--- src/rtl/arb_mux_pkg.sv ---
// Shared definitions for arb_mux: mode encodings and circular index helper.
// Optional lock feature is enabled with ARB_MUX_LOCK_EN (see arb_mux.sv).
package arb_mux_pkg;

  typedef enum logic {
    MODE_FIXED = 1'b0,
    MODE_RR    = 1'b1
  } mode_e;

  function automatic int unsigned circ_next(input int unsigned i, input int unsigned ch);
    return (i + 1) % ch;
  endfunction

endpackage

--- src/rtl/arb_mux_rr_pick.sv ---
// Combinational circular priority encoder: first request at or after ptr,
// wrapping CH-1 -> 0.
module rr_pick
  import arb_mux_pkg::*;
#(
  parameter int unsigned CH   = 4,
  parameter int unsigned SELW = 2
) (
  input  logic [CH-1:0]   req,
  input  logic [SELW-1:0] ptr,
  output logic [SELW-1:0] gnt_idx,
  output logic            gnt_vld
);

  logic [2*CH-1:0] scan;
  int unsigned     pos;

  // Rotating a doubled request vector puts request ptr at bit 0.
  always_comb begin
    scan    = {req, req} >> ptr;
    pos     = 0;
    gnt_idx = '0;
    gnt_vld = 1'b0;
    for (int unsigned k = 0; k < CH; k++) begin
      if (!gnt_vld && scan[0]) begin
        pos = 32'(ptr) + k;
        if (pos >= CH) pos = pos - CH;
        gnt_idx = pos[SELW-1:0];
        gnt_vld = 1'b1;
      end
      scan = scan >> 1;
    end
  end

endmodule

--- src/rtl/arb_mux.sv ---
// Registered CH-way valid/ready multiplexer with fixed-select and round-robin modes.
// Define ARB_MUX_LOCK_EN to add the in_lock port and locked round-robin bursts.
module arb_mux
  import arb_mux_pkg::*;
#(
  parameter int unsigned N    = 5,
  parameter int unsigned CH   = 4,
  parameter int unsigned SELW = $clog2(CH)
) (
  input  logic            clk,
  input  logic            rst,
  input  logic [CH*N-1:0] in_data,
  input  logic [CH-1:0]   in_valid,
  output logic [CH-1:0]   in_ready,
`ifdef ARB_MUX_LOCK_EN
  input  logic [CH-1:0]   in_lock,
`endif
  input  logic            mode,
  input  logic [SELW-1:0] sel,
  output logic [N-1:0]    out_data,
  output logic [SELW-1:0] out_ch,
  output logic            out_valid,
  input  logic            out_ready
);

  logic [N-1:0]    out_data_q, out_data_d;
  logic [SELW-1:0] out_ch_q, out_ch_d;
  logic            out_valid_q, out_valid_d;
  logic [SELW-1:0] rr_ptr_q, rr_ptr_d;
`ifdef ARB_MUX_LOCK_EN
  logic            locked_q, locked_d;
  logic [SELW-1:0] lock_ch_q, lock_ch_d;
  logic [CH-1:0]   lock_bits;
`endif

  logic [CH-1:0]   rr_req;
  logic [SELW-1:0] rr_idx;
  logic            rr_vld;
  logic            free, fix_vld, gnt_vld, accept;
  logic [SELW-1:0] gnt_idx;
  logic [CH-1:0]   fix_bits;
  logic [CH*N-1:0] data_sh;
  logic [N-1:0]    gnt_data;

  always_comb begin
`ifdef ARB_MUX_LOCK_EN
    rr_req = locked_q ? (in_valid & (CH'(1) << lock_ch_q)) : in_valid;
`else
    rr_req = in_valid;
`endif
  end

  rr_pick #(
    .CH   (CH),
    .SELW (SELW)
  ) u_rr_pick (
    .req     (rr_req),
    .ptr     (rr_ptr_q),
    .gnt_idx (rr_idx),
    .gnt_vld (rr_vld)
  );

  always_comb begin
    free     = !out_valid_q || out_ready;
    fix_bits = in_valid >> sel;
    fix_vld  = (32'(sel) < CH) && fix_bits[0];
    if (mode == MODE_RR) begin
      gnt_vld = rr_vld;
      gnt_idx = rr_idx;
    end else begin
      gnt_vld = fix_vld;
      gnt_idx = sel;
    end
    accept   = gnt_vld && free && !rst;
    in_ready = accept ? (CH'(1) << gnt_idx) : '0;
    data_sh  = in_data >> (32'(gnt_idx) * N);
    gnt_data = data_sh[N-1:0];
  end

  always_comb begin
    out_data_d  = out_data_q;
    out_ch_d    = out_ch_q;
    out_valid_d = out_valid_q;
    rr_ptr_d    = rr_ptr_q;
`ifdef ARB_MUX_LOCK_EN
    locked_d    = locked_q;
    lock_ch_d   = lock_ch_q;
    lock_bits   = in_lock >> gnt_idx;
`endif
    if (accept) begin
      out_data_d  = gnt_data;
      out_ch_d    = gnt_idx;
      out_valid_d = 1'b1;
      if (mode == MODE_RR) begin
`ifdef ARB_MUX_LOCK_EN
        // Pointer is frozen for the whole burst and resumes after the locked channel.
        if (locked_q) begin
          if (!lock_bits[0]) begin
            locked_d = 1'b0;
            rr_ptr_d = SELW'(circ_next(32'(lock_ch_q), CH));
          end
        end else if (lock_bits[0]) begin
          locked_d  = 1'b1;
          lock_ch_d = gnt_idx;
        end else begin
          rr_ptr_d = SELW'(circ_next(32'(gnt_idx), CH));
        end
`else
        rr_ptr_d = SELW'(circ_next(32'(gnt_idx), CH));
`endif
      end
    end else if (out_ready) begin
      out_valid_d = 1'b0;
    end
  end

  always_ff @(posedge clk or posedge rst) begin
    if (rst) begin
      out_data_q  <= '0;
      out_ch_q    <= '0;
      out_valid_q <= 1'b0;
      rr_ptr_q    <= '0;
`ifdef ARB_MUX_LOCK_EN
      locked_q    <= 1'b0;
      lock_ch_q   <= '0;
`endif
    end else begin
      out_data_q  <= out_data_d;
      out_ch_q    <= out_ch_d;
      out_valid_q <= out_valid_d;
      rr_ptr_q    <= rr_ptr_d;
`ifdef ARB_MUX_LOCK_EN
      locked_q    <= locked_d;
      lock_ch_q   <= lock_ch_d;
`endif
    end
  end

  assign out_data  = out_data_q;
  assign out_ch    = out_ch_q;
  assign out_valid = out_valid_q;

endmodule

--- config.mk ---
export PLATFORM = sky130hd
export DESIGN_NAME = arb_mux
export DESIGN_NICKNAME = d
export VERILOG_FILES = /design/src/rtl/arb_mux_pkg.sv /design/src/rtl/arb_mux_rr_pick.sv /design/src/rtl/arb_mux.sv
export SDC_FILE = /design/constraint.sdc
export NUM_CORES = 1
export LEC_CHECK = 0
export BUFFER_PORTS_ARGS = -buffer_cell sky130_fd_sc_hd__buf_2
export CORE_UTILIZATION = 42
export CTS_CLUSTER_SIZE = 10
export DETAILED_ROUTE_END_ITERATION = 10
export PLACE_DENSITY = 0.89
export SLEW_MARGIN = 20
export SYNTH_ARGS = -nofsm -noshare
export SYNTH_HDL_FRONTEND = slang
export SYNTH_HIERARCHICAL = 1
export SYNTH_SLANG_ARGS = --single-unit
--- constraint.sdc ---
create_clock -name clk -period 2.8 [get_ports clk]
set_clock_uncertainty 0.05 [all_clocks]
set_input_delay 0.14 -clock clk [delete_from_list [all_inputs] [get_ports clk]]
set_output_delay 0.14 -clock clk [all_outputs]
set_load 0.005 [all_outputs]
==> key figures, run 1 <==
Synth
  • Post-synthesis sequential area ratio: 34.5%
  • Mean Syn Cell Area: 11.0 um^2
  • Yosys reg bits: 10
  • Mapped Cells: 66
  • Synthesized area: 724 um^2
  • Post-Syn Nets: 100
  • Ys Warns: 6
  • Post-synthesis cell type count: 23

Die
  • Io pins: 42
  • Rows: 14
  • Initial Util: 46.5%
  • Die Area: 0.00189 mm^2
  • Die Y-Extent: 43.5 um
  • Core area: 0.00156 mm^2
  • Die width: 43.5 um

Worst setup path
  • CP Capture Type: primary output
  • Worst-path maximum fanout: 8
  • Worst setup SP type: flip-flop
  • R2R cell count: 7
  • R2R setup slack: 0.50 ns
  • Critical path class: reg2out
  • Data arrival, critical path: 2.14 ns
  • WP data required: 2.61 ns

Power and ir drop
  • Pwr Density: 628 mW/mm^2
  • Worst VDD drop: 0.324 mV
  • Final total power: 0.000627 W
  • Pleak: 0.515 nW

Cells and area
  • # diodes: 0
  • Area Growth Syn to Fin: 37.8%
  • Final Net Count: 147
  • Layout cell share with drive strength beyond 1: 54.5%
  • Final core occ: 64.0%
  • Most frequent cells in the layout: buf_2 (41), dfrtp_1 (10), mux2_2 (8)
  • Filler Cell Count: 121
  • Commonest non-fill, non-tap cell in the layout: buf_2

STA
  • Worst slew pin tran: 0.384 ns
  • Max-slew headroom: 74.2%
  • RSZ-0062 raised after global routing: false
  • Final TNS setup: 0 ns
  • Slew Viols, Final: 0
  • Post-route minimum period: 2.33 ns
  • F_max: 0.430 GHz
  • Share of the clock period used by the worst path: 83.1%
  • Final Hold Vio Count: 0
  • Setup violations, final: 0

Clocking
  • Root Driver: clkbuf_4
  • Clock tree buffer depth: 2
  • Clock sink total: 10
  • H-tree Lvls: 1
  • Total CTS buffers: 3
  • CTS tree: done
  • Clock latency on the worst-skew pair: 0.27 ns
  • Worst-path clk slew: 0.06 ns

GRT
  • Pin count of the biggest net entering global routing: 13
  • Vias in the first global route: 644
  • Global-route wire length before repair: 2620 um
  • All-Layer GR Usage: 18.8%
  • Initial antenna violation count: 0
  • Global route overflow: 0

Route
  • WL final: 1650 um
  • Per-cell routed wire length: 12.9 um
  • DR iter-0 viols: 16
  • DRT Pass-1 Iters: 7
  • Via count: 675
  • DR DRC count: 4
  • Final ANT Viol Nets: 0
  • Post-DR vias/cell: 5.27

Job
  • Max-cap violations: 0

Hold path
  • Worst min path class: in2reg
  • Worst hold path depth: 3

Place
  • PortBufs: 41
  • Hpwl dp: 1330 um
  • Routability congestion estimate from global placement: 0.730

Outcome
  • Failing checks: DRC
  • Status: finished with violations
## worst max-delay path, stage by stage, from the launching register on
cell      delay, ns
dfrtp_1        0.43
a21oi_1        0.11
o21ai_0        0.14
o2bb2a_1       0.23
nand2_1        0.05
and2_1         0.17
clkinv_1       0.25
ha_1           0.27
inv_1          0.05
nor2_1         0.04
buf_2          0.12
## per-stage QoR
stage	instances	setup WS, ns	cell area (um^2)	hold WS (ns)
floorplan	66	0.662	724	-0.0698
global placement	123	0.577	952	0.0988
detailed placement	123	0.506	952	0.106
CTS	128	0.477	998	0.109
global route	128	0.246	998	0.124
finish	128	0.474	998	0.118
## Yosys cell counts
library cell / count / area share, %
a21oi_1: 3 / 2.1
a311oi_1: 1 / 1.2
and2_1: 1 / 0.86
buf_2: 1 / 0.69
clkinv_1: 1 / 0.52
dfrtp_1: 10 / 35
ha_1: 4 / 6.9
inv_1: 7 / 3.6
inv_2: 1 / 0.52
mux2_1: 1 / 1.6
mux2_2: 8 / 12
mux2i_1: 3 / 4.1
mux2i_2: 1 / 1.9
mux4_2: 5 / 16
nand2_1: 2 / 1.0
nand2b_1: 3 / 2.6
nor2_1: 6 / 3.1
nor2b_1: 1 / 0.86
nor3_1: 2 / 1.4
o21ai_0: 2 / 1.4
o21ai_1: 1 / 0.69
o2bb2a_1: 1 / 1.4
or4_1: 1 / 1.0
## cell type report
class	count	area, um^2	area share [%]
clock buffers	4	36.3	3.63
inverters	9	33.8	3.38
multi-input cells	46	435	43.6
flip-flops and latches	10	250	25.1
well taps	16	20.0	2.01
repair buffers	43	223	22.3
## flip-flops by register name, indices dropped and copies added, names as in the netlist
signal,cells
out_data,5
out_ch,2
rr_ptr_q,2
out_valid,1
## kinds of logic (layout without fill, tap and decap cells)
family | Yosys count | in the layout | synth area share, %
compound gates | 8 | 8 | 6.73
buf+inv | 10 | 56 | 5.35
flops | 10 | 10 | 34.5
simple gates | 16 | 16 | 10.9
fa+ha+maj | 4 | 4 | 6.91
mux | 18 | 18 | 35.6
## power by group
| group | leakage (nW) | switching [W] | total, W | internal, W |
|---|---|---|---|---|
| logic | 0.376 | 0.000110 | 0.000263 | 0.000153 |
| registers | 0.118 | 0.0000354 | 0.000235 | 0.000200 |
| clock network | 0.0210 | 0.0000499 | 0.000129 | 0.0000791 |
| total | 0.515 | 0.000196 | 0.000627 | 0.000432 |
## path summary, 6_finish.rpt
| kind | startpoint | end |
|---|---|---|
| min in group asynchronous | rst | rr_ptr_q[1] |
| worst max-delay path | rr_ptr_q[1] | in_ready[2] |
| worst min-delay path | out_ready | out_valid |
| worst max register to register | rr_ptr_q[1] | out_data[4] |
| worst min register to register | out_data[2] | out_data[2] |
| max in group asynchronous | rst | out_data[4] |
## layer usage
| metal | vias to the layer above | wire [um] | GRT usage (%) |
|---|---|---|---|
| met5 | - | 0 | 0 |
| met4 | 0 | 18 | 8.75 |
| met3 | 4 | 110 | 5.42 |
| met2 | 37 | 894 | 32.7 |
| met1 | 306 | 627 | 21.3 |
| li1 | 328 | - | - |
## repair_timing
| action | 4_1_cts | 5_1_grt |
|---|---|---|
| setup buffers | 0 | 0 |
| endpoints found under the hold margin | 10 | 0 |
| hold buffers | 1 | 0 |
| setup endpoints to repair | 0 | 0 |
| gates resized for setup | 0 | 0 |
Note: power is estimated with default switching activity, not from simulation.
==> inputs of run 2 (changes only) <==
--- a/config.mk
+++ b/config.mk
@@ -5,11 +5,12 @@
 export SDC_FILE = /design/constraint.sdc
 export NUM_CORES = 1
 export LEC_CHECK = 0
+export ABC_AREA = 1
 export BUFFER_PORTS_ARGS = -buffer_cell sky130_fd_sc_hd__buf_2
-export CORE_UTILIZATION = 42
+export CORE_UTILIZATION = 50
 export CTS_CLUSTER_SIZE = 10
 export DETAILED_ROUTE_END_ITERATION = 10
-export PLACE_DENSITY = 0.89
+export PLACE_DENSITY = 0.92
 export SLEW_MARGIN = 20
 export SYNTH_ARGS = -nofsm -noshare
 export SYNTH_HDL_FRONTEND = slang
==> constraint.sdc (replaced) <==
create_clock -name clk -period 2.3 [get_ports clk]
set_clock_uncertainty 0.05 [all_clocks]
set_input_delay 0.115 -clock clk [delete_from_list [all_inputs] [get_ports clk]]
set_output_delay 0.115 -clock clk [all_outputs]
set_load 0.005 [all_outputs]
==> run 2 against run 1 <==
  * The flow finishes with violations (setup timing)
  * Clock power shrank 3%
  * Non-clock buffer count grew 14
  * Setup slack lost 0.52 ns
  * Utilization grew 8.4 points
  * Design area grew 62%
  * Largest cell class unchanged
==> key figures, run 2 <==
Clocking
  • CTS tree: done
  • Clock tree buffer depth: 2
  • Total CTS buffers: 3
  • Clock sink total: 10
  • Clock latency on the worst-skew pair: 0.27 ns
  • H-tree Lvls: 1
  • Worst-path clk slew: 0.07 ns
  • Root Driver: clkbuf_4

STA
  • Final Hold Vio Count: 0
  • Final TNS setup: -0.0977 ns
  • RSZ-0062 raised after global routing: true
  • F_max: 0.426 GHz
  • Setup violations, final: 4
  • Post-route minimum period: 2.35 ns
  • Max-slew headroom: 76.4%
  • Final worst slack: -0.0477 ns
  • Share of the clock period used by the worst path: 102%
  • Slew Viols, Final: 0
  • Worst slew pin tran: 0.354 ns

Outcome
  • Status: finished with violations
  • Failing checks: setup timing

GRT
  • All-Layer GR Usage: 25.0%
  • Grt peak-use layer: met2
  • Global Route met2 Usage: 48.5%
  • Pin count of the biggest net entering global routing: 13
  • Global route overflow: 0
  • GR met3 Demand/Resource: 2.68%
  • Global-route wire length before repair: 5060 um
  • Global routing usage on met1: 28.3%
  • Vias in the first global route: 1272
  • Initial antenna violation count: 0

Synth
  • Most frequent cell after synthesis: nand2_1
  • Async SR Flop Fraction: 100%
  • Post-synth top area cell: dfrtp_1
  • Yosys top cell area share: 20.8%
  • Mapped Cells: 190
  • Post-synth EDFFs: 0
  • Ys Warns: 6
  • Yosys reg bits: 10
  • Synth area leaders: dfrtp_1 (21%), nand3_1 (15%), nand2_1 (15%)
  • Post-synthesis cell type count: 26
  • Post-Syn Nets: 224
  • Top FF cell, synth: dfrtp_1
  • Post-synthesis sequential area ratio: 20.8%
  • Synthesized area: 0.00120 mm^2
  • Post-synth top cells: nand2_1 (47), inv_1 (36), nand3_1 (36)
  • Mean Syn Cell Area: 6.34 um^2

Worst setup path
  • Critical path class: reg2out
  • Worst-path maximum fanout: 6
  • Worst setup SP type: flip-flop
  • WP data required: 2.13 ns
  • Data arrival, critical path: 2.18 ns
  • CP Capture Type: primary output

Route
  • DR iter-0 viols: 40
  • WL final: 3620 um
  • Final ANT Viol Nets: 0
  • DR DRC count: 0
  • Post-DR vias/cell: 5.26
  • Via count: 1436
  • DRT Pass-1 Iters: 4
  • Per-cell routed wire length: 13.3 um

Place
  • Dpl ws: 0.0473 ns
  • Placed cell count: 257
  • Routability congestion estimate from global placement: 0.911
  • PortBufs: 41
  • Placement Cell Area: 0.00142 mm^2
  • Hpwl dp: 2290 um

Cells and area
  • Most frequent cells in the layout: buf_2 (41), nand2_1 (40), inv_1 (35), nand3_1 (35), nand2_2 (18)
  • Final Net Count: 281
  • Final core occ: 72.5%
  • Layout cell share with drive strength beyond 1: 42.9%
  • Commonest non-fill, non-tap cell in the layout: buf_2
  • Non-filler instance count after layout: 273
  • Area Growth Syn to Fin: 34.4%
  • Max reg flops: 5
  • # diodes: 0
  • Final Instance Area: 0.00162 mm^2

Die
  • Io pins: 42
  • Die Y-Extent: 51.1 um
  • Die width: 51.1 um
  • Initial Util: 53.9%
  • Rows: 17
  • Die Area: 0.00261 mm^2
  • Core area: 0.00223 mm^2

Power and ir drop
  • Worst VDD drop: 0.574 mV
  • Pleak: 0.992 nW
  • Pwr Density: 1100 mW/mm^2

Hold path
  • Worst min path class: in2reg

Job
  • Max-cap violations: 0
run 2: per-layer routing:
| metal | wire [um] | vias to the layer above |
|---|---|---|
| met5 | 0 | - |
| met2 | 1900 | 79 |
| met1 | 1330 | 646 |
| met3 | 228 | 20 |
| met4 | 168 | 0 |
| li1 | - | 691 |
run 2: cells by family (layout without fill, tap and decap cells):
kind of cell | Yosys count | after routing | synth area share, %
and+or+nand+nor | 123 | 123 | 54.6
xor gates and xnor gates | 1 | 1 | 0.727
buffers and inverters | 47 | 102 | 17.7
AOI/OAI and AO/OA | 5 | 5 | 2.08
DFF | 10 | 10 | 20.8
adders and majority gates | 4 | 4 | 4.15
run 2: timing repair:
item / in CTS / in global routing
endpoints found under the hold margin: 11 / 0
pin swaps: 1 / 6
hold buffers: 2 / 0
setup buffers: 3 / 8
gates resized for setup: 7 / 14
setup endpoints to repair: 4 / 4
run 2: area by class of cell:
class | count | area, um^2
Tap cell | 28 | 35.0
Timing Repair Buffer | 57 | 347
Fill cell | 175 | 614
Sequential cell | 10 | 253
Multi-Input combinational cell | 133 | 790
Inverter | 42 | 173
Clock buffer | 3 | 22.5
run 2: stage by stage:
stage / hold slack (ns) / total power [W]
after floorplan: -0.0891 / 0.00110
after global placement: 0.0830 / 0.00129
after detailed placement: 0.0874 / 0.00132
after CTS: 0.117 / 0.00151
after global routing: 0.151 / 0.00193
final: 0.138 / 0.00178
run 2: report_power, final:
group          switching [W]  internal, W  leakage (nW)
registers          0.0000896     0.000258         0.122
clock network      0.0000649    0.0000605        0.0138
logic               0.000757     0.000553         0.857
total               0.000912     0.000872         0.992
run 2: worst max-delay path: stages, from the launching register on:
cell     delay, ns
dfrtp_2       0.49
nand2_1       0.13
nand3_1       0.12
nand2_2       0.10
nor2_2        0.05
a21oi_1       0.17
nand3_2       0.15
nand2_2       0.13
nand2_4       0.09
inv_4         0.08
ha_2          0.16
inv_1         0.04
nor2_2        0.08
buf_2         0.13
run 2: path summary, 6_finish.rpt:
kind | endpoint | depth (start not counted) | slack, ns | from
worst max-delay path | in_ready[0] | 13 | -0.05 | rr_ptr_q[0]
worst min-delay path | rr_ptr_q[1] | 3 | 0.14 | mode
worst max register to register | out_data[0] | 14 | 0.06 | rr_ptr_q[0]
worst min register to register | out_ch[0] | 2 | 0.44 | out_ch[0]
max in group asynchronous | rr_ptr_q[1] | 4 | 1.70 | rst
min in group asynchronous | out_data[4] | 4 | 0.34 | rst
==> inputs of run 3 (changes only) <==
--- a/config.mk
+++ b/config.mk
@@ -7,11 +7,11 @@
 export LEC_CHECK = 0
 export ABC_AREA = 1
 export BUFFER_PORTS_ARGS = -buffer_cell sky130_fd_sc_hd__buf_2
-export CORE_UTILIZATION = 50
+export CORE_UTILIZATION = 52
+export CTS_BUF_LIST = sky130_fd_sc_hd__clkbuf_2 sky130_fd_sc_hd__clkbuf_4 sky130_fd_sc_hd__clkbuf_8
 export CTS_CLUSTER_SIZE = 10
 export DETAILED_ROUTE_END_ITERATION = 10
-export PLACE_DENSITY = 0.92
-export SLEW_MARGIN = 20
+export PLACE_DENSITY = 0.95
 export SYNTH_ARGS = -nofsm -noshare
 export SYNTH_HDL_FRONTEND = slang
 export SYNTH_HIERARCHICAL = 1
==> run 3 against run 2 <==
  * Final cell count grew 0.37%
  * Sequential share of layout area is 0.33 points lower
  * Clock-buffer cell count unchanged
  * First-iteration DRC count grew 78%
  * Largest power group unchanged
  * Highest routed layer unchanged
  * Utilization up 3.0 points
  * Setup slack got worse by 0.026 ns
  * Total power up 3.0%
  * The run still ends with setup timing left
==> key figures, run 3 (synthesized netlist as in run 2, its figures left out) <==
Worst setup path
  • Worst setup SP type: flip-flop
  • Data arrival, critical path: 2.21 ns
  • Critical path class: reg2out
  • R2R setup slack: 0.04 ns
  • RR Endpoint: out_data[2]
  • R2R cell count: 17
  • Worst-path maximum fanout: 8
  • R2R Path Start: rr_ptr_q[0]
  • WP data required: 2.13 ns
  • CP Capture Type: primary output

GRT
  • Global-route wire length before repair: 4600 um
  • Global route overflow: 0
  • Pin count of the biggest net entering global routing: 13
  • Initial antenna violation count: 0
  • All-Layer GR Usage: 23.0%
  • Vias in the first global route: 1182

Power and ir drop
  • Pleak: 0.991 nW
  • Worst VDD drop: 0.660 mV
  • Pwr Density: 1110 mW/mm^2
  • Final total power: 0.00184 W

Hold path
  • Worst hold path depth: 3
  • Hold path endpoint: rr_ptr_q[1]
  • Worst min path class: in2reg
  • Hold Path Origin: mode

Route
  • DR iter-0 viols: 71
  • Post-DR vias/cell: 5.20
  • DR DRC count: 0
  • Final ANT Viol Nets: 0
  • DRT Pass-1 Iters: 4
  • Per-cell routed wire length: 13.0 um
  • WL final: 3560 um
  • Via count: 1425

Cells and area
  • Commonest non-fill, non-tap cell in the layout: buf_2
  • Most frequent cells in the layout: buf_2 (41), nand2_1 (37), nand3_1 (35)
  • Layout cell share with drive strength beyond 1: 46.7%
  • Max reg flops: 5
  • Filler Cell Count: 161
  • Final Net Count: 282
  • Non-filler instance count after layout: 274
  • # diodes: 0
  • Area Growth Syn to Fin: 37.3%

Die
  • Initial Util: 55.0%
  • Die Y-Extent: 50.1 um
  • Die width: 50.1 um
  • Core area: 0.00219 mm^2
  • Die Area: 0.00251 mm^2
  • Rows: 17
  • Io pins: 42

STA
  • Slew Viols, Final: 0
  • Max-slew headroom: 75.5%
  • Share of the clock period used by the worst path: 103%
  • Setup violations, final: 3
  • Post-route minimum period: 2.37 ns
  • Min Hold Slack: 0.134 ns
  • Final worst slack: -0.0733 ns
  • Worst slew pin tran: 0.366 ns
  • RSZ-0062 raised after global routing: true
  • Final TNS setup: -0.130 ns
  • Final Hold Vio Count: 0
  • F_max: 0.421 GHz

Place
  • Routability congestion estimate from global placement: 0.889
  • Hpwl dp: 2190 um
  • PortBufs: 41
  • Dpl ws: 0.118 ns
  • Placed cell count: 257

Clocking
  • Total CTS buffers: 3
  • H-tree Lvls: 1
  • Clock sink total: 10
  • CTS tree: done
  • Clock tree buffer depth: 2
  • Worst-path clk slew: 0.07 ns
  • Root Driver: clkbuf_4
  • Clock latency on the worst-skew pair: 0.26 ns

Outcome
  • Status: finished with violations
  • Failing checks: setup timing

Job
  • Max-cap violations: 0
run 3: changes by cell type in the layout (fill, tap and decap cells not counted), sizes merged:
cell    delta
buf        +1
clkinv     +1
inv        -1
run 3: worst max-delay path by stage:
stage	start	to	slack (ns)	cells after the start
3_5_place_dp	rr_ptr_q[0]	in_ready[0]	0.12	13
5_1_grt	rr_ptr_q[0]	in_ready[0]	-0.15	14
4_1_cts	rr_ptr_q[0]	in_ready[0]	0.002	14
3_3_place_gp	rr_ptr_q[0]	rr_ptr_q[1]	0.15	13
6_report	rr_ptr_q[0]	in_ready[0]	-0.07	14
2_1_floorplan	rr_ptr_q[0]	rr_ptr_q[1]	0.32	14
run 3: metal layers:
| layer | track usage [%] | wire length [um] | vias up | share of wire (%) |
|---|---|---|---|---|
| met5 | 0 | 0 | - | 0 |
| met4 | 3.81 | 50 | 0 | 1.4 |
| met3 | 2.12 | 209 | 6 | 5.9 |
| met2 | 43.3 | 1860 | 72 | 52 |
| met1 | 28.0 | 1430 | 652 | 40 |
| li1 | - | - | 695 | - |
run 3: final cells by class:
type / count / area [um^2] / area share (%)
clock buffer: 3 / 22.5 / 1.36
inverter: 42 / 173 / 10.4
multi-input combinational: 133 / 833 / 50.4
sequential: 10 / 253 / 15.3
tap: 28 / 35.0 / 2.12
timing repair buffer: 58 / 338 / 20.4
run 3: what timing repair did:
action                                 CTS  global route
gates resized for setup                  5            29
setup endpoints to repair                4             4
buffers inserted                         1            11
pin swaps                                0            12
hold buffers                             2             0
endpoints found under the hold margin   11             0
run 3: critical path: stages (launching register included):
cell     delay, ns
dfrtp_2       0.52
inv_8         0.08
nand2_4       0.07
nand3_1       0.11
nand2_2       0.13
nor2_4        0.05
a21oi_2       0.14
nand3_2       0.12
nand2_2       0.10
nand2_4       0.10
inv_4         0.09
ha_2          0.17
inv_2         0.04
nor2_2        0.11
buf_2         0.13
run 3: stage by stage:
stage          util [%]  cell area, um^2
3_5_place_dp       64.8             1420
4_1_cts            67.4             1480
6_report           75.5             1650
5_1_grt            75.5             1650
3_3_place_gp       64.8             1420
2_1_floorplan         -             1200
run 3: power breakdown:
| part | internal [W] | total, W | switching [W] | leakage (nW) |
|---|---|---|---|---|
| Sequential | 0.000258 | 0.000355 | 0.0000972 | 0.122 |
| Combinational | 0.000574 | 0.00136 | 0.000786 | 0.856 |
| Clock | 0.0000603 | 0.000121 | 0.0000608 | 0.0138 |
| Total | 0.000893 | 0.00184 | 0.000944 | 0.991 |
